$ cat src/rtl/bcd_converter_if.sv
`default_nettype none
// ============================================================================
//  Module   : bcd_converter_if
//  Brief    : Input/output valid-ready bundle for the binary-to-BCD converter.
//  Revision : 1.0 - initial release
// ============================================================================
interface bcd_converter_if #(
    parameter int WIDTH  = 8,
    parameter int DIGITS = 3
);
    logic                  in_valid;
    logic                  in_ready;
    logic [WIDTH-1:0]      bin;
    logic                  out_valid;
    logic                  out_ready;
    logic [4*DIGITS-1:0]   bcd;
    logic                  overflow;
    logic [DIGITS-1:0]     blank;

    modport master (
        output in_valid, bin, out_ready,
        input  in_ready, out_valid, bcd, overflow, blank
    );

    modport slave (
        input  in_valid, bin, out_ready,
        output in_ready, out_valid, bcd, overflow, blank
    );
endinterface
`default_nettype wire

$ cat src/rtl/bcd_converter.sv
`default_nettype none
// ============================================================================
//  Module   : bcd_converter
//  Brief    : Sequential shift-add-3 binary-to-BCD converter, one bit/cycle.
//             Optional leading-zero blanking: define BCD_LZ_BLANK_EN.
//  Revision : 1.0 - initial release
// ============================================================================
module bcd_converter #(
    parameter int WIDTH  = 8,
    parameter int DIGITS = 3
) (
    input  wire logic       clk,
    input  wire logic       rst,
    input  wire logic       en,
    bcd_converter_if.slave  bus
);
    localparam int c_BCD_W = 4 * DIGITS;
    localparam int c_CNT_W = $clog2(WIDTH + 1);

    typedef enum logic [1:0] {
        S_IDLE  = 2'd0,
        S_SHIFT = 2'd1,
        S_DONE  = 2'd2
    } state_t;

    state_t               r_state;
    logic [WIDTH-1:0]     r_shift;
    logic [c_BCD_W-1:0]   r_work;
    logic                 r_ovf_acc;
    logic [c_CNT_W-1:0]   r_cnt;
    logic [c_BCD_W-1:0]   r_bcd;
    logic                 r_overflow;
    logic                 r_out_valid;

    logic [c_BCD_W-1:0]   w_adj;
    logic [c_BCD_W-1:0]   w_next_work;
    logic [WIDTH-1:0]     w_next_shift;
    logic                 w_carry;
    logic                 w_ovf_next;

    for (genvar k = 0; k < DIGITS; k++) begin : g_adj
        assign w_adj[4*k +: 4] = (r_work[4*k +: 4] >= 4'd5) ? r_work[4*k +: 4] + 4'd3
                                                              : r_work[4*k +: 4];
    end

    // Working register and input register shift as one chain; top bit feeds overflow.
    assign w_next_work  = {w_adj[c_BCD_W-2:0], r_shift[WIDTH-1]};
    assign w_next_shift = r_shift << 1;
    assign w_carry      = w_adj[c_BCD_W-1];
    assign w_ovf_next   = r_ovf_acc | w_carry;

`ifdef BCD_LZ_BLANK_EN
    logic [DIGITS-1:0]    w_blank;
    logic                 w_above_zero;
    logic [DIGITS-1:0]    r_blank;

    // Digit 0 is never blanked so a zero value still shows a single "0".
    always_comb begin
        w_blank      = '0;
        w_above_zero = 1'b1;
        for (int k = DIGITS - 1; k >= 1; k--) begin
            w_above_zero = w_above_zero & (w_next_work[4*k +: 4] == 4'd0);
            w_blank[k]   = w_above_zero;
        end
    end
`endif

    always_ff @(posedge clk) begin
        if (rst) begin
            r_state     <= S_IDLE;
            r_shift     <= '0;
            r_work      <= '0;
            r_ovf_acc   <= 1'b0;
            r_cnt       <= '0;
            r_bcd       <= '0;
            r_overflow  <= 1'b0;
            r_out_valid <= 1'b0;
`ifdef BCD_LZ_BLANK_EN
            r_blank     <= '0;
`endif
        end else if (en) begin
            case (r_state)
                S_IDLE: begin
                    if (bus.in_valid) begin
                        r_state   <= S_SHIFT;
                        r_shift   <= bus.bin;
                        r_work    <= '0;
                        r_ovf_acc <= 1'b0;
                        r_cnt     <= c_CNT_W'(WIDTH);
                    end
                end
                S_SHIFT: begin
                    r_work    <= w_next_work;
                    r_shift   <= w_next_shift;
                    r_ovf_acc <= w_ovf_next;
                    r_cnt     <= r_cnt - 1'b1;
                    if (r_cnt == c_CNT_W'(1)) begin
                        r_state     <= S_DONE;
                        r_bcd       <= w_next_work;
                        r_overflow  <= w_ovf_next;
                        r_out_valid <= 1'b1;
`ifdef BCD_LZ_BLANK_EN
                        r_blank     <= w_blank;
`endif
                    end
                end
                S_DONE: begin
                    if (bus.out_ready) begin
                        r_state     <= S_IDLE;
                        r_out_valid <= 1'b0;
                    end
                end
                default: r_state <= S_IDLE;
            endcase
        end
    end

    assign bus.in_ready  = en & ~rst & (r_state == S_IDLE);
    assign bus.out_valid = r_out_valid;
    assign bus.bcd       = r_bcd;
    assign bus.overflow  = r_overflow;
`ifdef BCD_LZ_BLANK_EN
    assign bus.blank     = r_blank;
`else
    assign bus.blank     = '0;
`endif
endmodule
`default_nettype wire

$ cat src/flat_wrapper.sv
// flat-port wrapper written by rule: the top's interface ports become plain ports
module bcd_converter_flat 
#(
    parameter int WIDTH  = 8,
    parameter int DIGITS = 3
)
  (clk, rst, en, bus_in_valid, bus_bin, bus_out_ready, bus_in_ready, bus_out_valid, bus_bcd, bus_overflow, bus_blank);
  bcd_converter_if #(.WIDTH(WIDTH), .DIGITS(DIGITS)) bus_i ();
  input  wire logic clk;
  input  wire logic rst;
  input  wire logic en;
  input wire logic [$bits(bus_i.in_valid)-1:0] bus_in_valid;
  input wire logic [$bits(bus_i.bin)-1:0] bus_bin;
  input wire logic [$bits(bus_i.out_ready)-1:0] bus_out_ready;
  output wire logic [$bits(bus_i.in_ready)-1:0] bus_in_ready;
  output wire logic [$bits(bus_i.out_valid)-1:0] bus_out_valid;
  output wire logic [$bits(bus_i.bcd)-1:0] bus_bcd;
  output wire logic [$bits(bus_i.overflow)-1:0] bus_overflow;
  output wire logic [$bits(bus_i.blank)-1:0] bus_blank;
  assign bus_i.in_valid = bus_in_valid;
  assign bus_i.bin = bus_bin;
  assign bus_i.out_ready = bus_out_ready;
  assign bus_in_ready = bus_i.in_ready;
  assign bus_out_valid = bus_i.out_valid;
  assign bus_bcd = bus_i.bcd;
  assign bus_overflow = bus_i.overflow;
  assign bus_blank = bus_i.blank;
  bcd_converter #(.WIDTH(WIDTH), .DIGITS(DIGITS)) u_core (.clk(clk), .rst(rst), .en(en), .bus(bus_i));
endmodule
$ cat config.mk
export PLATFORM = sky130hd
export DESIGN_NAME = bcd_converter_flat
export DESIGN_NICKNAME = d
export VERILOG_FILES = /design/src/rtl/bcd_converter_if.sv /design/src/rtl/bcd_converter.sv /design/src/flat_wrapper.sv
export SDC_FILE = /design/constraint.sdc
export NUM_CORES = 1
export LEC_CHECK = 0
export BUFFER_PORTS_ARGS = -buffer_cell sky130_fd_sc_hd__buf_4
export CORE_ASPECT_RATIO = 1.2
export CORE_MARGIN = 5
export CORE_UTILIZATION = 50
export CTS_CLUSTER_DIAMETER = 150
export DETAILED_ROUTE_END_ITERATION = 7
export PLACE_DENSITY_LB_ADDON = 0.25
export SETUP_SLACK_MARGIN = 0.2
export SLEW_MARGIN = 15
export SYNTH_ARGS = -nofsm -noshare
export SYNTH_HDL_FRONTEND = slang
export SYNTH_SLANG_ARGS = --single-unit
$ cat constraint.sdc
create_clock -name clk -period 1.6 [get_ports clk]
set_input_delay 0 -clock clk [delete_from_list [all_inputs] [get_ports clk]]
set_output_delay 0 -clock clk [all_outputs]
set_load 0.02 [all_outputs]
==> results of run 1 <==
[power groups by stage]
stage	registers, uW	logic [uW]	clock network, uW
finish	1070	252	863
global route	1070	278	924
CTS	1070	244	884
detailed placement	1090	231	0
global placement	1090	229	0
floorplan	1090	184	0
[worst reg2reg max path, cell delays in order, from the launching register on]
cell and delay (ps):
dfxtp_2 360, inv_4 50, ha_4 140, nand2b_4 140
a21oi_4 150, mux2_4 330, a2bb2o_4 190
[registers in the layout (all words and copies together), names as in the netlist]
signal and flops:
u_core.r_state 2, u_core.bus.out_valid 1, u_core.r_shift 8, u_core.bus.overflow 1, u_core.r_work 12, u_core.r_cnt 4, u_core.r_ovf_acc 1, u_core.bus.bcd 12
[final timing paths]
check | from | end | slack, ps
max | u_core.r_work[9]$_SDFFE_PP0P_ | u_core.r_work[10]$_SDFFE_PP0P_ | 200
min reg2reg | u_core.r_ovf_acc$_SDFFE_PP0P_ | u_core.r_ovf_acc$_SDFFE_PP0P_ | 470
min | en | u_core.r_state[0]$_SDFFE_PP0P_ | 60
max reg2reg | u_core.r_work[9]$_SDFFE_PP0P_ | u_core.r_work[10]$_SDFFE_PP0P_ | 200
[cell families (layout without fill, tap and decap cells)]
logic type | count (synthesis) | in the layout | share of synthesized area
and+or+nand+nor | 67 | 68 | 0.196
muxes | 11 | 11 | 0.0537
other | 1 | 3 | 0.00177
xor gates and xnor gates | 4 | 4 | 0.0165
AOI/OAI and AO/OA | 56 | 56 | 0.230
DFF | 41 | 41 | 0.387
adders and majority gates | 8 | 8 | 0.0472
buffers and inverters | 22 | 64 | 0.0678
[cell usage after synthesis, drive strengths merged, types with 5 or more instances]
| master | number | area (um2) |
|---|---|---|
| a21oi | 15 | 82.6 |
| mux2i | 8 | 80.1 |
| nor3b | 6 | 45.0 |
| buf | 10 | 98.8 |
| ha | 8 | 100 |
| a211oi | 13 | 158 |
| nand2b | 12 | 85.1 |
| nor3 | 7 | 40.0 |
| dfxtp | 41 | 821 |
| nand2 | 6 | 30.0 |
| o22ai | 6 | 37.5 |
| inv | 9 | 33.8 |
| nor2 | 26 | 123 |
| o21ai | 5 | 25.0 |
[through the flow]
| stage | util | cells | setup slack, ps | hold slack, ps |
|---|---|---|---|---|
| final | 0.669 | 311 | 196 | 61.0 |
| after global routing | 0.669 | 311 | 145 | 63.0 |
| after CTS | 0.651 | 307 | 179 | 26.7 |
| after detailed placement | 0.576 | 289 | 81.5 | 268 |
| after global placement | 0.576 | 289 | 93.6 | 254 |
| after floorplan | - | 212 | 194 | 161 |
[final cells by class]
cell class	count	share of cell area
clock buffers	7	0.0308
clock inverters	1	0.0107
inverters	9	0.0147
multi-input cells	150	0.484
flip-flops and latches	41	0.298
well taps	56	0.0250
repair buffers	47	0.136
[metal layers]
layer,up-vias,routed length [um],GRT usage
met3,9,164,0.0470
met1,805,2000,0.199
li1,844,-,-
met4,0,94,0.0742
met5,-,0,0
met2,27,2290,0.300
[what timing repair did]
action,4_1_cts,5_1_grt
hold buffers,1,0
buffers inserted,8,4
endpoints found under the hold margin,1,0
cloned,1,0
gates resized for setup,35,12
pin swaps,10,9
endpoints found under the setup margin,25,31
==> summary.txt, run 1 <==
Outcome
  – Status: finished, final reports clean

Final layout
  – Synth-to-Final Area Change: 32.3%
  – Antenna Cells: 0
  – Register Area: between 800 and 900 um2
  – Most frequent cells in the layout: 42 x buf_4, 30 x dfxtp_1, 17 x nor2_1
  – Filler cells: 325
  – Multi-input logic area: between 1000 and 1500 um2
  – Commonest non-fill, non-tap cell in the layout: buf_4
  – Post-route cell area: roughly 2800 um2
  – Nets: between 200 and 300
  – Layout cell share with drive strength beyond 1: 0.502

Worst setup path
  – Worst setup SP type: flip-flop
  – CP required: approximately 1800 ps
  – CP top delay family: flip-flops
  – Worst R2R Path Depth: 6
  – Slowest Stage Delay on Critical Path: roughly 360 ps
  – Worst path slowest cell: dfxtp_2
  – Worst Setup End Kind: flip-flop
  – Crit path buffers/inverters: 1
  – Critical-path cell list: inv_4 -> ha_4 -> nand2b_4 -> a21oi_4 -> mux2_4 -> a2bb2o_4
  – Largest fanout on the critical path: 3
  – WS Path Type: reg2reg
  – CP Depth: 6
  – Data arrival time of the critical path: 1640 ps

Routing
  – Remaining DRCs: 0
  – Via count: around 1,700
  – Antenna Nets Post-Route: 0
  – First-pass DRT Iterations: 4
  – Post-DR vias/cell: 5.42
  – Routed wire per std cell: roughly 15 um
  – Detailed Route Iter0 Violations: 72
  – WL final: approximately 4500 um

Power and ir drop
  – Switching power of the nets: about 500 uW
  – Pwr Density: 778 nW/um2
  – Sw Share: 0.235
  – Total power: ~2200 uW
  – Logic pwr share: 0.116
  – VDD IR max: about 0.35 mV
  – Cell-internal power: between 1500 and 2000 uW
  – Clock share of power: 0.395
  – Flop pwr share: 0.489
  – P_leak: 0.00106 uW

Clock network
  – Root Buffer: clkbuf_8
  – Clock transition at the registers of the reported paths: approximately 80 ps
  – Sink Count: 41
  – Clock buffer depth: 2
  – Total CTS buffers: 5
  – H-tree level count: 2
  – TritonCTS clock tree: built
  – Clock latency on the worst-skew pair: between 200 and 300 ps

Synth
  – Sequential area share after synthesis: 0.387
  – EDFF count, synth: 0
  – Post-synth cell types: between 50 and 60
  – Synth Instances: 210
  – Seq cells post-synth: slightly above 40
  – Mean Syn Cell Area: 10.1 um2
  – YS warnings: 0
  – Most used DFF post-synth: dfxtp_1
  – Synthesized area: approximately 2100 um2
  – Post-synth ARST share: 0

Timing
  – Fin crit share: 0.877
  – Final Max Slew Viols: 0
  – Maximum clock rate: between 700 and 800 MHz
  – Unrepaired setup endpoints after global routing: true
  – Final Hold Viols: 0
  – Setup_tns: 0 ps
  – Setup Skew: just over 7 ps
  – Final setup vio count: 0
  – Period minus WS final: roughly 1400 ps

Min path
  – Worst Hold Class: in2reg
  – Worst hold path cell count: 3

Global routing
  – Initial antenna violation count: 0
  – Vias in the first global route: 1,648
  – GRT Total Usage: 0.172
  – Total gr overflow: 0
  – Largest net degree at the start of global routing: 26
  – First-pass GRT wire length: approximately 7800 um

Floorplanning
  – Initial Utilization: 0.506
  – Chip height: 81.4 um
  – CORE AREA: ~4200 um2
  – Die width: 69.5 um
  – # rows: 26
  – Area of the die: between 5000 and 6000 um2
  – I/O Pins: 31

Placement
  – RePlAce Congestion: about 0.8
  – # port buffers: 27
  – Dpl cell area: about 2400 um2
  – Post-DP HPWL: 3050 um

Flow run
  – # Max-Cap Violations: 0
(Power assumes the default switching activity.)
==> run 2: changes to the inputs <==
BUFFER_PORTS_ARGS = default   (was -buffer_cell sky130_fd_sc_hd__buf_4)
DONT_BUFFER_PORTS = 1   (was default)
==> run 2 against run 1 <==
Net effect: clock power down 1%; worst setup slack got worse by 75 ps; clock skew up 5.6 ps; clock-buffer cell count decreased by 2; non-clock buffer count shrank 8; sequential share of layout area is 0.17 points lower; core utilization increased by 0.48 points; combinational power rose by 6%; register-to-register slack worse by 70 ps; global-route usage is 1.8 points higher; first-iteration DRC count up 44%.
==> summary.txt, run 2 (same netlist as run 1, synthesis figures left out) <==
Routing
  – Via count: 1,762 (+4.6%)
  – Routed wire per std cell: 17.4 um (+19%)
  – Detailed Route Iter0 Violations: 104 (+44%)
  – Antenna Nets Post-Route: 0 (unchanged)
  – Post-DR vias/cell: 5.82 (+7.3%)
  – WL final: 5270 um (+16%)
  – First-pass DRT Iterations: 4 (unchanged)
  – Remaining DRCs: 0 (unchanged)

Worst setup path
  – Worst Setup End Kind: flip-flop
  – Largest fanout on the critical path: 5 (+2)
  – Slowest Stage Delay on Critical Path: 390 ps (+30 ps)
  – Worst path slowest cell: dfxtp_2
  – Critical-path cell list: ha_4 -> and4bb_2 -> and2_4 -> buf_6 -> mux2i_1 -> nor2_1
  – WS Path Type: reg2reg
  – Data arrival time of the critical path: 1670 ps (+30 ps)
  – CP top delay family: simple AND/OR/NAND/NOR gates
  – Worst setup SP type: flip-flop
  – CP required: 1790 ps (-50 ps)
  – Crit path buffers/inverters: 1 (unchanged)

Timing
  – Unrepaired setup endpoints after global routing: true
  – Final setup vio count: 0 (unchanged)
  – Final Hold Viols: 0 (unchanged)
  – Final Max Slew Viols: 0 (unchanged)
  – Period minus WS final: 1480 ps (+74.7 ps)
  – Fin crit share: 0.924 (+0.0467)
  – Setup Skew: 12.7 ps (+5.59 ps)
  – Setup_tns: 0 ps (unchanged)
  – Maximum clock rate: 676 MHz (-5.1%)

Global routing
  – First-pass GRT wire length: 8480 um (+8.7%)
  – Total gr overflow: 0 (unchanged)
  – Largest net degree at the start of global routing: 38 (+46%)
  – Initial antenna violation count: 0 (unchanged)
  – GRT Total Usage: 0.190 (+0.0184)
  – Vias in the first global route: 1,763 (+7.0%)

Clock network
  – Sink Count: 41 (unchanged)
  – H-tree level count: 2 (unchanged)
  – Clock latency on the worst-skew pair: 300 ps (about the same)
  – Total CTS buffers: 5 (unchanged)
  – Clock transition at the registers of the reported paths: 90 ps (about the same)
  – TritonCTS clock tree: built
  – Root Buffer: clkbuf_8
  – Clock buffer depth: 2 (unchanged)

Power and ir drop
  – P_leak: 0.00101 uW (-3.9%)
  – Pwr Density: 773 nW/um2 (-0.62%)
  – VDD IR max: 0.534 mV (+52%)

Final layout
  – Nets: 267 (-2.9%)
  – Filler cells: 319 (-1.8%)
  – Multi-input logic area: 1390 um2 (+2.4%)
  – Layout cell share with drive strength beyond 1: 0.462 (-0.0404)
  – Final Non-Filler Cells: 303 (-2.6%)
  – Most frequent cells in the layout: 31 x dfxtp_1, 22 x buf_4, 17 x nor2_1
  – Antenna Cells: 0 (unchanged)
  – Synth-to-Final Area Change: 33.2%
  – Register Area: 838 um2 (+0.15%)
  – Commonest non-fill, non-tap cell in the layout: dfxtp_1

Floorplanning
  – Chip height: 81.4 um (unchanged)
  – Die width: 69.5 um (unchanged)
  – Initial Utilization: 0.506 (unchanged)
  – Area of the die: 5650 um2 (unchanged)
  – I/O Pins: 31 (unchanged)
  – # rows: 26 (unchanged)
  – CORE AREA: 4200 um2 (unchanged)

Placement
  – Post-DP HPWL: 3310 um (+8.5%)
  – RePlAce Congestion: 0.846 (+4.4%)
  – # port buffers: 0 (-100%)
  – Placed cell count: 262 (-9.3%)

Outcome
  – Status: finished, final reports clean

Flow run
  – # Max-Cap Violations: 0 (unchanged)

Min path
  – Worst Hold Class: in2reg
## run 2: changes by cell type in the layout (fill, tap and decap cells not counted), moves of 2 or more
cell,change
dlygate4sd3_1,+9
buf_12,+2
dfxtp_2,-2
buf_6,+2
buf_4,-20
nor2_4,+2
nor2_2,-2
## run 2: repair_timing
item	in CTS	in global routing
hold buffers	11	0
hold endpoints to repair	38	0
buffers inserted	12	9
setup endpoints to repair	23	33
gates cloned	1	0
gates resized for setup	37	17
pin swaps	11	9
## run 2: worst paths after layout
check                                startpoint                        endpoint  slack [ps]  cells past startpoint
setup / recovery   u_core.r_cnt[0]$_SDFFE_PP0P_  u_core.bus.bcd[0]$_SDFFE_PP0P_         120                      6
hold / removal                       bus_bin[7]  u_core.r_shift[7]$_SDFFE_PP0P_           7                      2
setup reg to reg   u_core.r_cnt[0]$_SDFFE_PP0P_  u_core.bus.bcd[0]$_SDFFE_PP0P_         120                      6
hold reg to reg   u_core.r_ovf_acc$_SDFFE_PP0P_   u_core.r_ovf_acc$_SDFFE_PP0P_         470                      2
## run 2: layer usage
layer / track usage / wire (um) / vias up
met3: 0.0507 / 258 / 19
met5: 0 / 0 / -
met1: 0.195 / 2060 / 852
met2: 0.353 / 2760 / 60
li1: - / - / 831
met4: 0.107 / 187 / 0
## run 2: final cells by class
| cell class | count | share of cell area |
|---|---|---|
| Multi-Input combinational cell | 150 | 0.492 |
| Sequential cell | 41 | 0.297 |
| Timing Repair Buffer | 39 | 0.131 |
| Tap cell | 56 | 0.0248 |
| Clock buffer | 5 | 0.0243 |
| Clock inverter | 3 | 0.0164 |
| Inverter | 9 | 0.0146 |
## run 2: stage by stage
| step | util | cell area, um2 | power [uW] | hold WS, ps | setup slack (ps) |
|---|---|---|---|---|---|
| global placement | 0.528 | 2210 | 1270 | 70.4 | 113 |
| floorplan | - | 2200 | 1270 | 161 | 194 |
| finish | 0.674 | 2830 | 2190 | 6.89 | 122 |
| detailed placement | 0.528 | 2210 | 1280 | 72.5 | 17.3 |
| CTS | 0.639 | 2680 | 2180 | 6.36 | 140 |
| global route | 0.674 | 2830 | 2280 | 8.62 | 80.7 |
## run 2: worst register-to-register path, delay by kind of cell (launching register included)
kind / cells / cell delay, ps
multiplexers: 1 / 180
adder cells (fa/ha/maj): 1 / 140
AND/OR/NAND/NOR: 3 / 540
flip-flops: 1 / 390
buffers and inverters: 1 / 120
## run 2: power breakdown
group	switching, uW	internal [uW]
sequential	21.9	1040
clock	385	467
combinational	145	123
==> run 3: changes to the inputs <==
CTS_BUF_LIST = sky130_fd_sc_hd__clkbuf_4   (was default)
CTS_CLUSTER_SIZE = 10   (was default)
==> run 3 against run 2 <==
Net effect: the run now ends with hold timing left; worst setup slack better by 3.6 ps; final cell count down 2.3%; die area unchanged; core utilization down 1.3 points; design area down 1.9%; clock-buffer cell count unchanged; register-to-register slack about the same; flip-flop and latch count unchanged; clock skew up 4.4 ps; sequential share of layout area up 0.63 points; wire length down 1.7%; sequential power about the same; largest cell class unchanged; highest routed layer unchanged.
==> summary.txt, run 3 (same netlist as run 1, synthesis figures left out) <==
Routing
  – Post-DR vias/cell: 5.67 (-2.5%)
  – Remaining DRCs: 0 (unchanged)
  – WL final: 5180 um (-1.7%)
  – Detailed Route Iter0 Violations: 59 (-43%)
  – Routed wire per std cell: 17.5 um (+0.62%)
  – Via count: 1,679 (-4.7%)
  – Antenna Nets Post-Route: 0 (unchanged)
  – First-pass DRT Iterations: 4 (unchanged)

Worst setup path
  – Worst R2R End: u_core.bus.bcd[0]$_SDFFE_PP0P_
  – Last element of the critical path: u_core.bus.bcd[0]$_SDFFE_PP0P_
  – Reg-to-reg setup timing slack: 130 ps (about the same)
  – CP required: 1880 ps (+90 ps)
  – Data arrival time of the critical path: 1750 ps (+80 ps)
  – Worst R2R Path Depth: 7 (+1)
  – Critical path origin: u_core.r_cnt[1]$_SDFFE_PP0P_
  – WS Path Type: reg2reg
  – Worst Setup End Kind: flip-flop
  – Worst setup SP type: flip-flop
  – Worst r2r src: u_core.r_cnt[1]$_SDFFE_PP0P_
  – Largest fanout on the critical path: 6 (+1)

Final layout
  – Nets: 260 (-2.6%)
  – Antenna Cells: 0 (unchanged)
  – Layout cell share with drive strength beyond 1: 0.467 (+0.00513)
  – Most frequent cells in the layout: 32 x dfxtp_1, 18 x buf_4, 15 x nor2_1
  – Final Non-Filler Cells: 296 (-2.3%)
  – Filler cells: 325 (+1.9%)
  – Synth-to-Final Area Change: 30.6%
  – Core Util, Final: 0.660 (-0.0131)
  – Commonest non-fill, non-tap cell in the layout: dfxtp_1

Timing
  – Setup Skew: 17.1 ps (+4.44 ps)
  – Maximum clock rate: 678 MHz (+0.24%)
  – Period minus WS final: 1470 ps (-3.59 ps)
  – Final setup margin: 125 ps (+3.59 ps)
  – Unrepaired setup endpoints after global routing: true
  – WHS: -318 ps (-325 ps)
  – Final Hold Viols: 41 (+41)
  – Fin crit share: 0.922 (-0.00224)
  – Final setup vio count: 0 (unchanged)
  – Final Max Slew Viols: 0 (unchanged)
  – Setup_tns: 0 ps (unchanged)

Clock network
  – H-tree level count: 2 (unchanged)
  – TritonCTS clock tree: built
  – Sink Count: 41 (unchanged)
  – Root Buffer: clkbuf_4
  – Total CTS buffers: 5 (unchanged)
  – Clock buffer depth: 2 (unchanged)
  – Hold buffers post-CTS: 6 (-5)
  – Clock transition at the registers of the reported paths: 140 ps (+50 ps)
  – Clock latency on the worst-skew pair: 370 ps (+70 ps)

Global routing
  – Largest net degree at the start of global routing: 40 (+5.3%)
  – Initial antenna violation count: 0 (unchanged)
  – First-pass GRT wire length: 8180 um (-3.6%)
  – Vias in the first global route: 1,675 (-5.0%)
  – Total gr overflow: 0 (unchanged)
  – GRT Total Usage: 0.184 (-0.00669)

Flow run
  – # Max-Cap Violations: 0 (unchanged)

Placement
  – RePlAce Congestion: 0.846 (unchanged)
  – Placed cell count: 262 (unchanged)
  – DP Worst Slack: 17.3 ps (unchanged)
  – # port buffers: 0 (unchanged)
  – Post-DP HPWL: 3310 um (unchanged)

Power and ir drop
  – Total power: 2010 uW (-8.1%)
  – Pwr Density: 725 nW/um2 (-6.3%)
  – VDD IR max: 0.512 mV (-4.1%)
  – P_leak: 0.000971 uW (-4.3%)

Floorplanning
  – Area of the die: 5650 um2 (unchanged)
  – Initial Utilization: 0.506 (unchanged)
  – # rows: 26 (unchanged)
  – CORE AREA: 4200 um2 (unchanged)
  – Die width: 69.5 um (unchanged)
  – I/O Pins: 31 (unchanged)
  – Chip height: 81.4 um (unchanged)

Outcome
  – Status: finished with violations
  – Failing checks: hold timing

Min path
  – Worst Hold Class: in2reg
-- run 3: changes by cell type in the layout (fill, tap and decap cells not counted), sizes merged --
cell / delta
and2: -1
buf: -3
clkbuf: +1
dlygate4sd3: -4
-- run 3: power by group --
group | total [uW] | internal, uW | leakage (uW) | switching [uW]
clock network | 700 | 331 | 0.0000414 | 369
registers | 1070 | 1040 | 0.000338 | 22.6
logic | 241 | 116 | 0.000591 | 125
total | 2010 | 1490 | 0.000971 | 517
-- run 3: metrics by stage --
step                      cell area [um2]  hold slack (ps)
after floorplan                      2200              161
after global placement               2210             70.4
after detailed placement             2210             72.5
after CTS                            2640             -331
after global routing                 2770             -354
final                                2770             -318
-- run 3: worst max-delay path, cell delays in order (launching register included) --
cell and delay, ps:
dfxtp_2 360, inv_2 70, ha_4 110, and4bb_2 240, and2_4 230, buf_6 130, mux2i_1 190, nor2_1 50
-- run 3: what timing repair did --
item	in CTS	in global routing
setup buffers	12	7
endpoints found under the hold margin	41	41
pin swaps	11	6
cloned	0	1
endpoints found under the setup margin	23	35
resized for setup	46	13
-- run 3: area by class of cell --
cell class,count,area [um2],share of cell area
clock buffers,5,37.5,0.0135
clock inverters,3,46.3,0.0167
inverters,9,41.3,0.0149
multi-input cells,149,1400,0.505
flip-flops and latches,41,840,0.303
well taps,56,70.1,0.0253
repair buffers,33,337,0.121
-- run 3: worst min path at each step --
stage / slack [ps] / start / depth (start not counted) / endpoint
6_report: -320 / rst / 1 / u_core.r_cnt[0]$_SDFFE_PP0P_
5_1_grt: -350 / rst / 1 / u_core.r_shift[4]$_SDFFE_PP0P_
4_1_cts: -330 / rst / 1 / u_core.r_cnt[0]$_SDFFE_PP0P_
3_5_place_dp: 70 / rst / 1 / u_core.bus.bcd[11]$_SDFFE_PP0P_
3_3_place_gp: 70 / rst / 1 / u_core.bus.bcd[11]$_SDFFE_PP0P_
2_1_floorplan: 160 / bus_bin[0] / 2 / u_core.r_shift[0]$_SDFFE_PP0P_
-- run 3: metal layers --
layer	track usage	vias to the layer above	share of wire
met4	0.0781	0	0.020
met2	0.356	38	0.55
met5	0	-	0
li1	-	814	-
met3	0.0470	9	0.045
met1	0.187	818	0.38
